[config.mk]
export PLATFORM = sky130hd
export DESIGN_NAME = branch_resolve_unit_flat
export DESIGN_NICKNAME = d
export VERILOG_FILES = /design/src/rtl/branch_pkg.sv /design/src/rtl/branch_resolve_unit_if.sv /design/src/rtl/branch_pht.sv /design/src/rtl/branch_resolve_unit.sv /design/src/flat_wrapper.sv
export SDC_FILE = /design/constraint.sdc
export NUM_CORES = 1
export LEC_CHECK = 0
export ABC_AREA = 1
export CAP_MARGIN = 25
export CORE_MARGIN = 2
export CORE_UTILIZATION = 52
export DETAILED_ROUTE_END_ITERATION = 8
export HOLD_SLACK_MARGIN = 0.06
export MAX_ROUTING_LAYER = met4
export PLACE_DENSITY = 0.81
export REMOVE_ABC_BUFFERS = 1
export SYNTH_ARGS = -nofsm -noshare
export SYNTH_HDL_FRONTEND = slang
export SYNTH_SLANG_ARGS = --single-unit
[constraint.sdc]
create_clock -name clk -period 7.3 [get_ports clk]
set_input_delay 0.73 -clock clk [delete_from_list [all_inputs] [get_ports clk]]
set_output_delay 0.73 -clock clk [all_outputs]
set_load 0.01 [all_outputs]
[src/rtl/branch_pkg.sv]
// Shared branch-resolution types: condition codes and 2-bit predictor counter encoding.
package branch_pkg;

  typedef enum logic [2:0] {
    BR_BEQ    = 3'd0,
    BR_BNE    = 3'd1,
    BR_BLEZ   = 3'd2,
    BR_BGTZ   = 3'd3,
    BR_BLTZ   = 3'd4,
    BR_BGEZ   = 3'd5,
    BR_ALWAYS = 3'd6,
    BR_RSVD   = 3'd7
  } brOp_t;

  typedef logic [1:0] cnt_t;

  localparam cnt_t CNT_SNT   = 2'b00;
  localparam cnt_t CNT_WNT   = 2'b01;
  localparam cnt_t CNT_WT    = 2'b10;
  localparam cnt_t CNT_ST    = 2'b11;
  localparam cnt_t PHT_RESET = CNT_WNT;

  // Saturating step toward the resolved direction.
  function automatic cnt_t cntNext(input cnt_t c, input logic tk);
    if (tk) return (c == CNT_ST) ? CNT_ST : cnt_t'(c + 2'd1);
    else    return (c == CNT_SNT) ? CNT_SNT : cnt_t'(c - 2'd1);
  endfunction

endpackage

[src/rtl/branch_resolve_unit_if.sv]
// Request/response handshake bundle between decode, the branch resolver and PC select.
interface branch_resolve_unit_if #(
  parameter int unsigned AW    = 32,
  parameter int unsigned DW    = 32,
  parameter int unsigned IMM_W = 16
);
  logic             in_valid;
  logic             in_ready;
  logic [AW-1:0]    pc;
  logic [IMM_W-1:0] imm;
  logic [DW-1:0]    rs_val;
  logic [DW-1:0]    rt_val;
  logic [2:0]       br_op;
  logic             pred_taken;
  logic             out_valid;
  logic             out_ready;
  logic             taken;
  logic [AW-1:0]    target;
  logic [AW-1:0]    next_pc;
  logic             mispredict;

  modport master (
    output in_valid, pc, imm, rs_val, rt_val, br_op, pred_taken, out_ready,
    input  in_ready, out_valid, taken, target, next_pc, mispredict
  );

  modport slave (
    input  in_valid, pc, imm, rs_val, rt_val, br_op, pred_taken, out_ready,
    output in_ready, out_valid, taken, target, next_pc, mispredict
  );
endinterface

[src/rtl/branch_pht.sv]
// Pattern history table of 2-bit saturating counters: async read port, one sync update port.
module branch_pht
  import branch_pkg::*;
#(
  parameter int unsigned DEPTH = 16,
  parameter int unsigned IW    = 4
) (
  input  logic          clk,
  input  logic          rst,
  input  logic [IW-1:0] rdIdx,
  output logic          rdTaken,
  input  logic          updEn,
  input  logic [IW-1:0] updIdx,
  input  logic          updTaken
);

  cnt_t cnt [DEPTH];

  always_ff @(posedge clk or posedge rst) begin
    if (rst) begin
      for (int unsigned i = 0; i < DEPTH; i++) cnt[i] <= PHT_RESET;
    end else if (updEn) begin
      cnt[updIdx] <= cntNext(cnt[updIdx], updTaken);
    end
  end

  // Reads see the pre-update value when colliding with an update.
  assign rdTaken = cnt[rdIdx][1];

endmodule

[src/rtl/branch_resolve_unit.sv]
// Two-stage branch resolver: target adder, condition evaluation, mispredict flag and PHT training.
module branch_resolve_unit
  import branch_pkg::*;
#(
  parameter int unsigned AW        = 32,
  parameter int unsigned DW        = 32,
  parameter int unsigned IMM_W     = 16,
  parameter int unsigned SHIFT     = 2,
  parameter int unsigned PHT_DEPTH = 16
) (
  input  logic                  clk,
  input  logic                  rst,
  branch_resolve_unit_if.slave  bus,
  input  logic                  flush,
  input  logic [AW-1:0]         lookup_pc,
  output logic                  lookup_taken
);

  localparam int unsigned IW = $clog2(PHT_DEPTH);

  logic          s1Valid, s1Taken, s1Pred;
  logic [AW-1:0] s1PcPlus4, s1Target;
  logic [IW-1:0] s1Idx;

  logic          s2Valid, s2Taken, s2Mis;
  logic [AW-1:0] s2Target, s2NextPc;
  logic [IW-1:0] s2Idx;

  logic          s2Adv, s1Adv, accept, condTaken;
  logic [AW-1:0] pcPlus4, brTarget, immExt;
  logic          unusedLookupBits;

  assign s2Adv  = !s2Valid || bus.out_ready;
  assign s1Adv  = !s1Valid || s2Adv;
  assign bus.in_ready = s1Adv && !flush;
  assign accept = bus.in_valid && bus.in_ready;

  // Target arithmetic wraps modulo 2^AW.
  assign immExt   = AW'($signed(bus.imm));
  assign pcPlus4  = bus.pc + AW'(4);
  assign brTarget = pcPlus4 + (immExt << SHIFT);

  // Sign-based tests avoid signed/unsigned mixing in the comparisons.
  always_comb begin
    condTaken = 1'b0;
    case (brOp_t'(bus.br_op))
      BR_BEQ:    condTaken = (bus.rs_val == bus.rt_val);
      BR_BNE:    condTaken = (bus.rs_val != bus.rt_val);
      BR_BLEZ:   condTaken = bus.rs_val[DW-1] || (bus.rs_val == '0);
      BR_BGTZ:   condTaken = !bus.rs_val[DW-1] && (bus.rs_val != '0);
      BR_BLTZ:   condTaken = bus.rs_val[DW-1];
      BR_BGEZ:   condTaken = !bus.rs_val[DW-1];
      BR_ALWAYS: condTaken = 1'b1;
      default:   condTaken = 1'b0;
    endcase
  end

  always_ff @(posedge clk or posedge rst) begin
    if (rst) begin
      s1Valid   <= 1'b0;
      s1Taken   <= 1'b0;
      s1Pred    <= 1'b0;
      s1PcPlus4 <= '0;
      s1Target  <= '0;
      s1Idx     <= '0;
      s2Valid   <= 1'b0;
      s2Taken   <= 1'b0;
      s2Mis     <= 1'b0;
      s2Target  <= '0;
      s2NextPc  <= '0;
      s2Idx     <= '0;
    end else if (flush) begin
      s1Valid <= 1'b0;
      s2Valid <= 1'b0;
    end else begin
      if (s2Adv) begin
        s2Valid <= s1Valid;
        if (s1Valid) begin
          s2Taken  <= s1Taken;
          s2Target <= s1Target;
          s2NextPc <= s1Taken ? s1Target : s1PcPlus4;
          s2Mis    <= (s1Taken != s1Pred);
          s2Idx    <= s1Idx;
        end
      end
      if (s1Adv) begin
        s1Valid <= accept;
        if (accept) begin
          s1Taken   <= condTaken;
          s1Pred    <= bus.pred_taken;
          s1PcPlus4 <= pcPlus4;
          s1Target  <= brTarget;
          s1Idx     <= bus.pc[SHIFT +: IW];
        end
      end
    end
  end

  assign bus.out_valid  = s2Valid;
  assign bus.taken      = s2Taken;
  assign bus.target     = s2Target;
  assign bus.next_pc    = s2NextPc;
  assign bus.mispredict = s2Mis;

  assign unusedLookupBits = ^lookup_pc;

  // Flush wins over a same-cycle output handshake, so no training then.
  branch_pht #(
    .DEPTH (PHT_DEPTH),
    .IW    (IW)
  ) u_pht (
    .clk      (clk),
    .rst      (rst),
    .rdIdx    (lookup_pc[SHIFT +: IW]),
    .rdTaken  (lookup_taken),
    .updEn    (s2Valid && bus.out_ready && !flush),
    .updIdx   (s2Idx),
    .updTaken (s2Taken)
  );

endmodule

[src/flat_wrapper.sv]
// flat-port wrapper written by rule: the top's interface ports become plain ports
module branch_resolve_unit_flat import branch_pkg::*;
#(
  parameter int unsigned AW        = 32,
  parameter int unsigned DW        = 32,
  parameter int unsigned IMM_W     = 16,
  parameter int unsigned SHIFT     = 2,
  parameter int unsigned PHT_DEPTH = 16
)
  (clk, rst, flush, lookup_pc, lookup_taken, bus_in_valid, bus_pc, bus_imm, bus_rs_val, bus_rt_val, bus_br_op, bus_pred_taken, bus_out_ready, bus_in_ready, bus_out_valid, bus_taken, bus_target, bus_next_pc, bus_mispredict);
  branch_resolve_unit_if #(.AW(AW), .DW(DW), .IMM_W(IMM_W)) bus_i ();
  input  logic clk;
  input  logic rst;
  input  logic flush;
  input  logic [AW-1:0] lookup_pc;
  output logic lookup_taken;
  input wire logic [$bits(bus_i.in_valid)-1:0] bus_in_valid;
  input wire logic [$bits(bus_i.pc)-1:0] bus_pc;
  input wire logic [$bits(bus_i.imm)-1:0] bus_imm;
  input wire logic [$bits(bus_i.rs_val)-1:0] bus_rs_val;
  input wire logic [$bits(bus_i.rt_val)-1:0] bus_rt_val;
  input wire logic [$bits(bus_i.br_op)-1:0] bus_br_op;
  input wire logic [$bits(bus_i.pred_taken)-1:0] bus_pred_taken;
  input wire logic [$bits(bus_i.out_ready)-1:0] bus_out_ready;
  output wire logic [$bits(bus_i.in_ready)-1:0] bus_in_ready;
  output wire logic [$bits(bus_i.out_valid)-1:0] bus_out_valid;
  output wire logic [$bits(bus_i.taken)-1:0] bus_taken;
  output wire logic [$bits(bus_i.target)-1:0] bus_target;
  output wire logic [$bits(bus_i.next_pc)-1:0] bus_next_pc;
  output wire logic [$bits(bus_i.mispredict)-1:0] bus_mispredict;
  assign bus_i.in_valid = bus_in_valid;
  assign bus_i.pc = bus_pc;
  assign bus_i.imm = bus_imm;
  assign bus_i.rs_val = bus_rs_val;
  assign bus_i.rt_val = bus_rt_val;
  assign bus_i.br_op = bus_br_op;
  assign bus_i.pred_taken = bus_pred_taken;
  assign bus_i.out_ready = bus_out_ready;
  assign bus_in_ready = bus_i.in_ready;
  assign bus_out_valid = bus_i.out_valid;
  assign bus_taken = bus_i.taken;
  assign bus_target = bus_i.target;
  assign bus_next_pc = bus_i.next_pc;
  assign bus_mispredict = bus_i.mispredict;
  branch_resolve_unit #(.AW(AW), .DW(DW), .IMM_W(IMM_W), .SHIFT(SHIFT), .PHT_DEPTH(PHT_DEPTH)) u_core (.clk(clk), .rst(rst), .bus(bus_i), .flush(flush), .lookup_pc(lookup_pc), .lookup_taken(lookup_taken));
endmodule
==> metrics.cfg <==
[floorplan]
die_area_mm2 = 0.0214
die_w_um = 146
io_pins = 222
die_h_um = 146
start_util_pct = 53.5
placementRows = 51
core_area_mm2 = 0.0197

[placed_design]
port_buffers = 193
hpwl_um = 22600
gp_congestion = 0.938

[setup_path]
r2r_start = u_core.bus.out_valid
worst_ep_arrival_time_ns = 4.42
crit_slowest_cell = nor4_1
critical-path-max-stage-delay_ns = 0.56
crit_type = input port to register
worstPathMaxFanout = 5
path_cells = clkdlybuf4s50_1, ha_1, nand2_1, inv_1, nand2_1, nor4_1, a21oi_1, nor2_1, ha_1, a21oi_1, o21ai_0, a21oi_1, nor2_1, nor2_1, nand3_1, nand3_1, nand2_1
startpoint = bus_pc[3]
cp_data_required_time_ns = 7.63
cp-end-kind = register
worstSetupStartpointType = input port
cp.buffers_inverters = 2
critPathTopFamily = simple AND/OR/NAND/NOR gates

[timing]
fmax_ghz = 0.244
setup_violations = 0
slew_headroom_pct = 34.5
tightest_slew_ns = 0.981
rsz0062_at_grt = no
fin_setup_tns_ns = 0
hold_viol = 0
min_period_ns = 4.09
drv_slew = 0
fin_crit_sh_pct = 56.0
finalClockSkew_ns = 0.0150

[logic_synthesis]
yosys_warnings = 0
avgSynthCellArea_um2 = 6.86
synthesis.instances = 1532
syn-cell-area_mm2 = 0.0105
synth_enable_flop_cells = 0
yosysTopAreaCellShare_pct = 36.7
yosys.area.top_type = dfrtp_1
ys_async_sr_fraction_pct = 100
synth.distinct_cells = 41
synth_area_leaders = dfrtp_1 (37%), nand2_1 (20%), inv_1 (6.5%), nor2_1 (5.1%), a21oi_1 (5.1%)
yosysMostFrequentCell = nand2_1
synth-seq-cells = 170
synth-main-ff-cell = dfrtp_1
synth_seq_area_share_pct = 40.7
synth_common_cells = nand2_1 (573), inv_1 (182), dfrtp_1 (154)

[min_path]
hold_path.class = register to register
hold_start = u_core.u_pht.cnt[16]

[power_and_ir_drop]
p_leak_nw = 6.58
vdd_ir_drop_max_v = 0.000151
power_density_mw_per_mm2 = 228

[cells_and_area]
num-fill-cells = 1718
fin_nets = 1896
utilization_pct = 67.4
final_layout_size_suffix_gt1_share_pct = 4.53
diodes = 0
area_growth_pct = 26.1

[clock_tree]
clock_path_buffers = 2
cts-root-buf = clkbuf_16
cts-htree-levels = 4
cts.sinks = 170
cts_setup_buffers = 0
cts_tree = built
clkTransAtPathRegs_ns = 0.08
cts_resized = 0
insertion_delay_ns = 0.44
cts_inserted_buffers = 17
cts_hold_buffers = 0

[routing]
wl_um = 30800
vias_per_cell = 5.29
postRouteAntennaNets = 0
drc = 0
num_vias = 10516
wl_per_cell_um = 15.5
detail_route.iter0.violations = 639
firstDrtPassIters = 7

[global_routing]
grt_pass1_vias = 10359
antenna_found_initial = 0
grtUsageTotal_pct = 30.2
grt_max_degree = 103
grt_overflow = 0
grt_pass1_wl_um = 50700

[outcome]
outcome = finished, final reports clean

[flow_run]
maxCapViolCount = 0

state kept, by name (all words and copies together), names as in the netlist:
name	cells
u_core.bus.next_pc	32
u_core.s1Target	32
u_core.u_pht.cnt	32
u_core.bus.target	30
u_core.s1PcPlus4	30
u_core.s1Idx	4
u_core.s2Idx	4
u_core.bus.mispredict	1
u_core.bus.out_valid	1
u_core.bus.taken	1
u_core.s1Pred	1
u_core.s1Taken	1
u_core.s1Valid	1
kinds of logic after synthesis:
group	count (synthesis)	synth area share [%]
xor+xnor	38	3.17
buf+inv	228	8.46
flops	170	40.7
simple gates	840	32.3
compound gates	222	11.3
fa+ha+maj	34	4.12
placed cells by master, fill, tap and decap left out, drive strengths merged, types with 15 or more instances in the layout:
cell type and n:
nor2 150, nor3 15, o21ai 83, dfstp 16, a21oi 107, xnor2 24
clkdlybuf4s50 193, dfrtp 154, nand2 578, ha 33, inv 194, nand3 75
clkbuf 18
per-stage QoR:
step	std cells	area, um^2	power, mW	hold WS, ns	worst slack (ns)
after floorplan	1491	10300	1.66	0.442	1.99
after global placement	1954	12600	2.08	0.455	2.96
after detailed placement	1955	12700	2.10	0.460	2.83
after CTS	1987	13200	3.03	0.473	3.29
after global routing	1987	13200	3.17	0.487	2.89
final	1987	13200	3.02	0.473	3.21
power by group:
| group | switching, mW | internal (mW) | total [mW] |
|---|---|---|---|
| Clock | 0.431 | 0.494 | 0.925 |
| Combinational | 0.481 | 0.392 | 0.872 |
| Sequential | 0.110 | 1.11 | 1.22 |
| Total | 1.02 | 2.00 | 3.02 |
worst reg2reg max path, delay by kind of cell (launching register included):
family | cells | cell delay (ns)
AOI/OAI and AO/OA | 1 | 0.07
buffers and inverters | 4 | 1.42
DFF | 1 | 0.37
and+or+nand+nor | 3 | 0.45
cell type report:
| class | count | area (um^2) | share of cell area (%) |
|---|---|---|---|
| clock buffer | 18 | 439 | 3.32 |
| clock inverter | 14 | 154 | 1.16 |
| inverter | 187 | 707 | 5.34 |
| multi-input combinational | 1134 | 5350 | 40.4 |
| sequential | 170 | 4270 | 32.3 |
| tap | 265 | 332 | 2.50 |
| timing repair buffer | 199 | 1990 | 15.0 |
worst paths after layout:
check,end,slack (ns),cells past startpoint
min,u_core.u_pht.cnt[16],0.47,2
min in group asynchronous,u_core.u_pht.cnt[5],0.88,2
min reg2reg,u_core.u_pht.cnt[16],0.47,2
max in group asynchronous,u_core.s1Target[14],4.95,3
max reg2reg,u_core.bus.next_pc[16],4.86,8
max,u_core.s1Target[29],3.21,17
per-layer routing:
layer / global-route usage [%] / vias to the layer above / wire [um]
met5: - / - / 0
met4: 10.8 / 0 / 977
met3: 4.47 / 71 / 1800
met2: 48.9 / 371 / 14800
met1: 38.9 / 4893 / 13300
li1: - / 5181 / -
No activity file was read; power rests on OpenSTA's default activity.
==> variant 1 (same settings) <==
`DW` is set to 32 in 3 places; all go to 24.
--- a/src/rtl/branch_resolve_unit_if.sv
+++ b/src/rtl/branch_resolve_unit_if.sv
@@ -1,7 +1,7 @@
 // Request/response handshake bundle between decode, the branch resolver and PC select.
 interface branch_resolve_unit_if #(
   parameter int unsigned AW    = 32,
-  parameter int unsigned DW    = 32,
+  parameter int unsigned DW    = 24,
   parameter int unsigned IMM_W = 16
 );
   logic             in_valid;
--- a/src/rtl/branch_resolve_unit.sv
+++ b/src/rtl/branch_resolve_unit.sv
@@ -3,7 +3,7 @@
   import branch_pkg::*;
 #(
   parameter int unsigned AW        = 32,
-  parameter int unsigned DW        = 32,
+  parameter int unsigned DW        = 24,
   parameter int unsigned IMM_W     = 16,
   parameter int unsigned SHIFT     = 2,
   parameter int unsigned PHT_DEPTH = 16
--- a/src/flat_wrapper.sv
+++ b/src/flat_wrapper.sv
@@ -2,7 +2,7 @@
 module branch_resolve_unit_flat import branch_pkg::*;
 #(
   parameter int unsigned AW        = 32,
-  parameter int unsigned DW        = 32,
+  parameter int unsigned DW        = 24,
   parameter int unsigned IMM_W     = 16,
   parameter int unsigned SHIFT     = 2,
   parameter int unsigned PHT_DEPTH = 16
Ports: changed (resized bus_rs_val and bus_rt_val); port bits go from 222 to 206. The function was not compared with the original's and may differ.
==> variant 1 against the original RTL <==
Worst setup slack improved by 0.069 ns; sequential cell count unchanged; synthesized area fell by 0.88%; cell area decreased by 1.6%; register-to-register slack got worse by 0.25 ns; synthesized cell count rose by 0.20%; power shrank 0.89%; wire length down 3.0%; fmax is 1.7% higher; critical endpoint is now u_core.s1Target[28]; highest routed layer unchanged.
==> variant 1: results (changes against the original RTL) <==
run_status:
  status: "complete, no violations"
timing:
  fin_skew_ns: 0.0113  # -0.00374 ns
  slew_headroom: 0.414  # +0.0688
worst_hold_path:
  min_to: "u_core.u_pht.cnt[8]"
  hp-start: "u_core.u_pht.cnt[8]"
  hold_depth: 2  # unchanged
yosys:
  synthArstFlopShare: 1.00  # unchanged
  synth_area_leaders: "dfrtp_1 (37%), nand2_1 (21%), inv_1 (7.1%)"
  synthTopCellsByCount: "nand2_1 (574), inv_1 (198), dfrtp_1 (154), nor2_1 (153), a21oi_1 (101)"
  synth.distinct_cells: 40  # -2.4%
  yosysSeqAreaShare: 0.410  # +0.00362
  syn_inst: 1535  # +0.20%
finish:
  instances_no_fill: 1978  # -0.45%
  drive_gt1_frac: 0.0479  # +0.00257
cts:
  clk_pin_slew_ns: 0.06  # -0.02 ns
place:
  portBuffers: 177  # -8.3%
  hpwl_um: 22600  # about the same
  pre_cts_slack_ns: 2.87  # +0.0367 ns
  place_congestion: 0.959  # +2.3%
worst_setup_path:
  rrSetupSlack_ns: 4.61  # -0.25 ns
  critPathArrivalTime_ns: 4.34  # -0.08 ns
  worstSetupStartpoint: "bus_pc[2]"
  r2r_cells: 13  # +5
  cp_slowest_cell: "clkdlybuf4s50_1"
  timing.rr.end: "u_core.s1Target[17]"
  cpPeakStageDelay_ns: 0.52  # -0.04 ns
global_routing:
  antenna_found_initial: 0  # unchanged
  grt_usage: 0.297  # -0.00552
  first_global_vias: 9936  # -4.1%
  grt_max_degree: 118  # +15%
route:
  vias: 10287  # -2.2%
  drt_iter0_drc: 709  # +11%
  wirelength_um: 29900  # -3.0%
pwr:
  leakage_nw: 6.60  # +0.22%
-- variant 1: cell type report --
type	count	area, um2
fillers	1732	6490
well taps	265	332
clock buffers	18	429
multi-input cells	1121	5210
repair buffers	186	1870
clock inverters	14	161
inverters	204	771
flip-flops and latches	170	4270
-- variant 1: stage by stage --
stage          hold WS (ns)  power, mW  cell area [um2]
3_5_place_dp          0.460       2.08            12400
2_1_floorplan         0.442       1.65            10200
5_1_grt               0.482       3.16            13000
3_3_place_gp          0.455       2.06            12400
4_1_cts               0.472       3.01            13000
6_report              0.469       2.99            13000
-- variant 1: worst min-delay path, stage by stage (launching register included) --
cell and delay (ns):
dfstp_2 0.37, nand2_1 0.05, nand2_1 0.05
-- variant 1: how the worst max path moves through the flow --
stage	end	slack, ns	depth (start not counted)
2_1_floorplan	u_core.bus.mispredict	1.99	1
3_3_place_gp	u_core.s1Target[28]	2.93	20
3_5_place_dp	u_core.s1Target[28]	2.87	20
4_1_cts	u_core.s1Target[28]	3.31	20
5_1_grt	u_core.s1Target[28]	2.88	20
6_report	u_core.s1Target[28]	3.28	20
-- variant 1: logic make-up after synthesis --
group           after synthesis  share of synthesized area
simple gates                845                      0.325
buf+inv                     244                     0.0902
compound gates              211                      0.107
flops                       170                      0.410
fa+ha+maj                    34                     0.0416
xor+xnor                     31                     0.0261
-- variant 1: metal layers --
metal | up-vias | share of wire | wire [um] | GRT usage
met5 | - | 0 | 0 | -
met4 | 0 | 0.021 | 622 | 0.0814
met3 | 50 | 0.053 | 1580 | 0.0376
met2 | 335 | 0.49 | 14700 | 0.495
met1 | 4767 | 0.43 | 13000 | 0.384
li1 | 5135 | - | - | -
-- variant 1: where the power goes --
part	total [mW]	switching (mW)	internal, mW
Sequential	1.22	0.107	1.11
Combinational	0.851	0.470	0.381
Clock	0.923	0.410	0.513
==> variant 2 (same flow settings) <==
Made on the original files. Reset style: synchronous (`rst`), changed in 2 clocked blocks. Comments in the files are not updated.
--- a/src/rtl/branch_pht.sv
+++ b/src/rtl/branch_pht.sv
@@ -16,7 +16,7 @@
 
   cnt_t cnt [DEPTH];
 
-  always_ff @(posedge clk or posedge rst) begin
+  always_ff @(posedge clk) begin
     if (rst) begin
       for (int unsigned i = 0; i < DEPTH; i++) cnt[i] <= PHT_RESET;
     end else if (updEn) begin
--- a/src/rtl/branch_resolve_unit.sv
+++ b/src/rtl/branch_resolve_unit.sv
@@ -55,7 +55,7 @@
     endcase
   end
 
-  always_ff @(posedge clk or posedge rst) begin
+  always_ff @(posedge clk) begin
     if (rst) begin
       s1Valid   <= 1'b0;
       s1Taken   <= 1'b0;
Check against the original RTL: differs if rst is asserted again (counterexample within 4 cycles, from zero or initial values and one cycle with rst high); with rst held inactive, the same outputs for 4 cycles.
==> variant 2 against the original RTL <==
Power decreased by 17%; clock power rose by 5.9%; non-clock buffer count rose by 1; wire length is 6.5% lower; highest routed layer unchanged; largest cell class unchanged; synthesized area is 1.3% higher; cell area up 0.57%; worst setup slack better by 0.12 ns; sequential cell count is 6 higher.
==> variant 2: results (changes against the original RTL) <==
run_status:
  status: "complete, no violations"
yosys:
  synth_adder_area_share: 0.0430  # +0.00184
  synth.distinct_cells: 51  # +24%
  synth_compound_area_frac: 0.178  # +0.0653
  ys.flop_type: "dfxtp_1"
  synthArstFlopShare: 0  # -1.00
  yosysSeqAreaShare: 0.361  # -0.0455
  synthTopCellsByCount: "nand2_1 (306), inv_1 (253), nor2_1 (192), a21oi_1 (176), dfxtp_1 (144)"
  synthXorXnorAreaFrac: 0.0419  # +0.0102
  synth_mux_area_frac: 0.0132  # +0.0132
  synth_edf_count: 32  # +32
  synth_area_leaders: "dfxtp_1 (27%), nand2_1 (11%), edfxtp_1 (9.0%)"
global_routing:
  first_global_vias: 10149  # -2.0%
  grt_max_degree: 70  # -32%
  grt_usage: 0.278  # -0.0245
  grt_pass1_wl_um: 47500  # -6.3%
route:
  vias_per_cell: 5.20  # -1.8%
  firstDrtPassIters: 6  # -1
  drt_iter0_drc: 532  # -17%
  wl_per_cell_um: 14.4  # -7.2%
place:
  pre_cts_slack_ns: 2.98  # +0.150 ns
  hpwl_um: 21700  # -4.0%
  place_congestion: 0.921  # -1.7%
worst_setup_path:
  critPathArrivalTime_ns: 4.31  # -0.11 ns
  cp_slowest_cell: "clkdlybuf4s50_1"
  cpPeakStageDelay_ns: 0.63  # +0.07 ns
  worstPathMaxFanout: 5  # unchanged
timing:
  slew_headroom: 0.371  # +0.0258
  fin_skew_ns: 0.0110  # -0.00406 ns
pwr:
  ir_drop_v: 0.000182  # +21%
  leakage_nw: 5.81  # -12%
  switchingPower_mw: 0.716  # -30%
finish:
  drive_gt1_frac: 0.0415  # -0.00375
  final_nets: 1909  # +0.69%
cts:
  clk_latency_ns: 0.44  # about the same
  cts-resized-gates: 0  # unchanged
worst_hold_path:
  worstHoldPathType: "flip-flop to flip-flop"
[variant 2: changes by cell type in the layout (fill, tap and decap cells not counted), sizes merged, moves of 40 or more]
cell / unedited run / this run
dfxtp: 0 / 144
nand2: 578 / 313
nor2: 150 / 201
dfrtp: 154 / 0
o21ai: 83 / 123
a21oi: 107 / 176
inv: 194 / 263
[variant 2: final cells by class]
type                    count  area, um2
repair buffers            200       1980
inverters                 257        965
fillers                  1810       6850
clock buffers              20        458
flip-flops and latches    176       3840
clock inverters            12        170
multi-input cells        1068       5570
well taps                 270        338
[variant 2: power groups by stage]
stage                     Sequential [mW]  Clock [mW]  Combinational [mW]
after floorplan                      1.08           0               0.272
after global placement               1.07           0               0.469
after detailed placement             1.08           0               0.476
after CTS                            1.05       0.989               0.481
after global routing                 1.06        1.03               0.541
final                                1.05       0.980               0.483
[variant 2: metrics by stage]
| step | hold WS [ns] | total power, mW | cells | cell area, um2 |
|---|---|---|---|---|
| 5_1_grt | 0.477 | 2.63 | 2003 | 13300 |
| 2_1_floorplan | 0.432 | 1.35 | 1501 | 10400 |
| 6_report | 0.457 | 2.52 | 2003 | 13300 |
| 3_5_place_dp | 0.448 | 1.55 | 1971 | 12700 |
| 4_1_cts | 0.457 | 2.52 | 2003 | 13300 |
| 3_3_place_gp | 0.440 | 1.54 | 1971 | 12700 |
[variant 2: logic make-up (layout without fill, tap and decap cells)]
logic type / count (synthesis) / count (layout)
adders and majority gates: 36 / 36
and+or+nand+nor: 616 / 616
DFF: 176 / 176
buffers and inverters: 314 / 489
AOI/OAI and AO/OA: 352 / 352
muxes: 14 / 14
xor gates and xnor gates: 50 / 50
[variant 2: worst paths after layout]
| path | start | to | slack, ns | cells after the start |
|---|---|---|---|---|
| max reg2reg | u_core.bus.out_valid | u_core.s1Idx[2] | 4.47 | 12 |
| min | u_core.s1PcPlus4[5] | u_core.s1PcPlus4[5] | 0.46 | 2 |
| max | bus_pc[4] | u_core.s1Target[26] | 3.33 | 19 |
| min reg2reg | u_core.s1PcPlus4[5] | u_core.s1PcPlus4[5] | 0.46 | 2 |
[variant 2: per-layer routing]
layer,global-route usage,wire length [um]
met3,0.0441,1430
met4,0.0894,694
met2,0.478,14200
met1,0.335,12500
met5,-,0
[variant 2: critical path: cells and delay by family]
| kind | cells | cell delay (ns) |
|---|---|---|
| XOR/XNOR | 1 | 0.33 |
| adder cells (fa/ha/maj) | 1 | 0.36 |
| AO/OA/AOI/OAI | 1 | 0.21 |
| buffers and inverters | 4 | 0.89 |
| AND/OR/NAND/NOR | 12 | 1.77 |
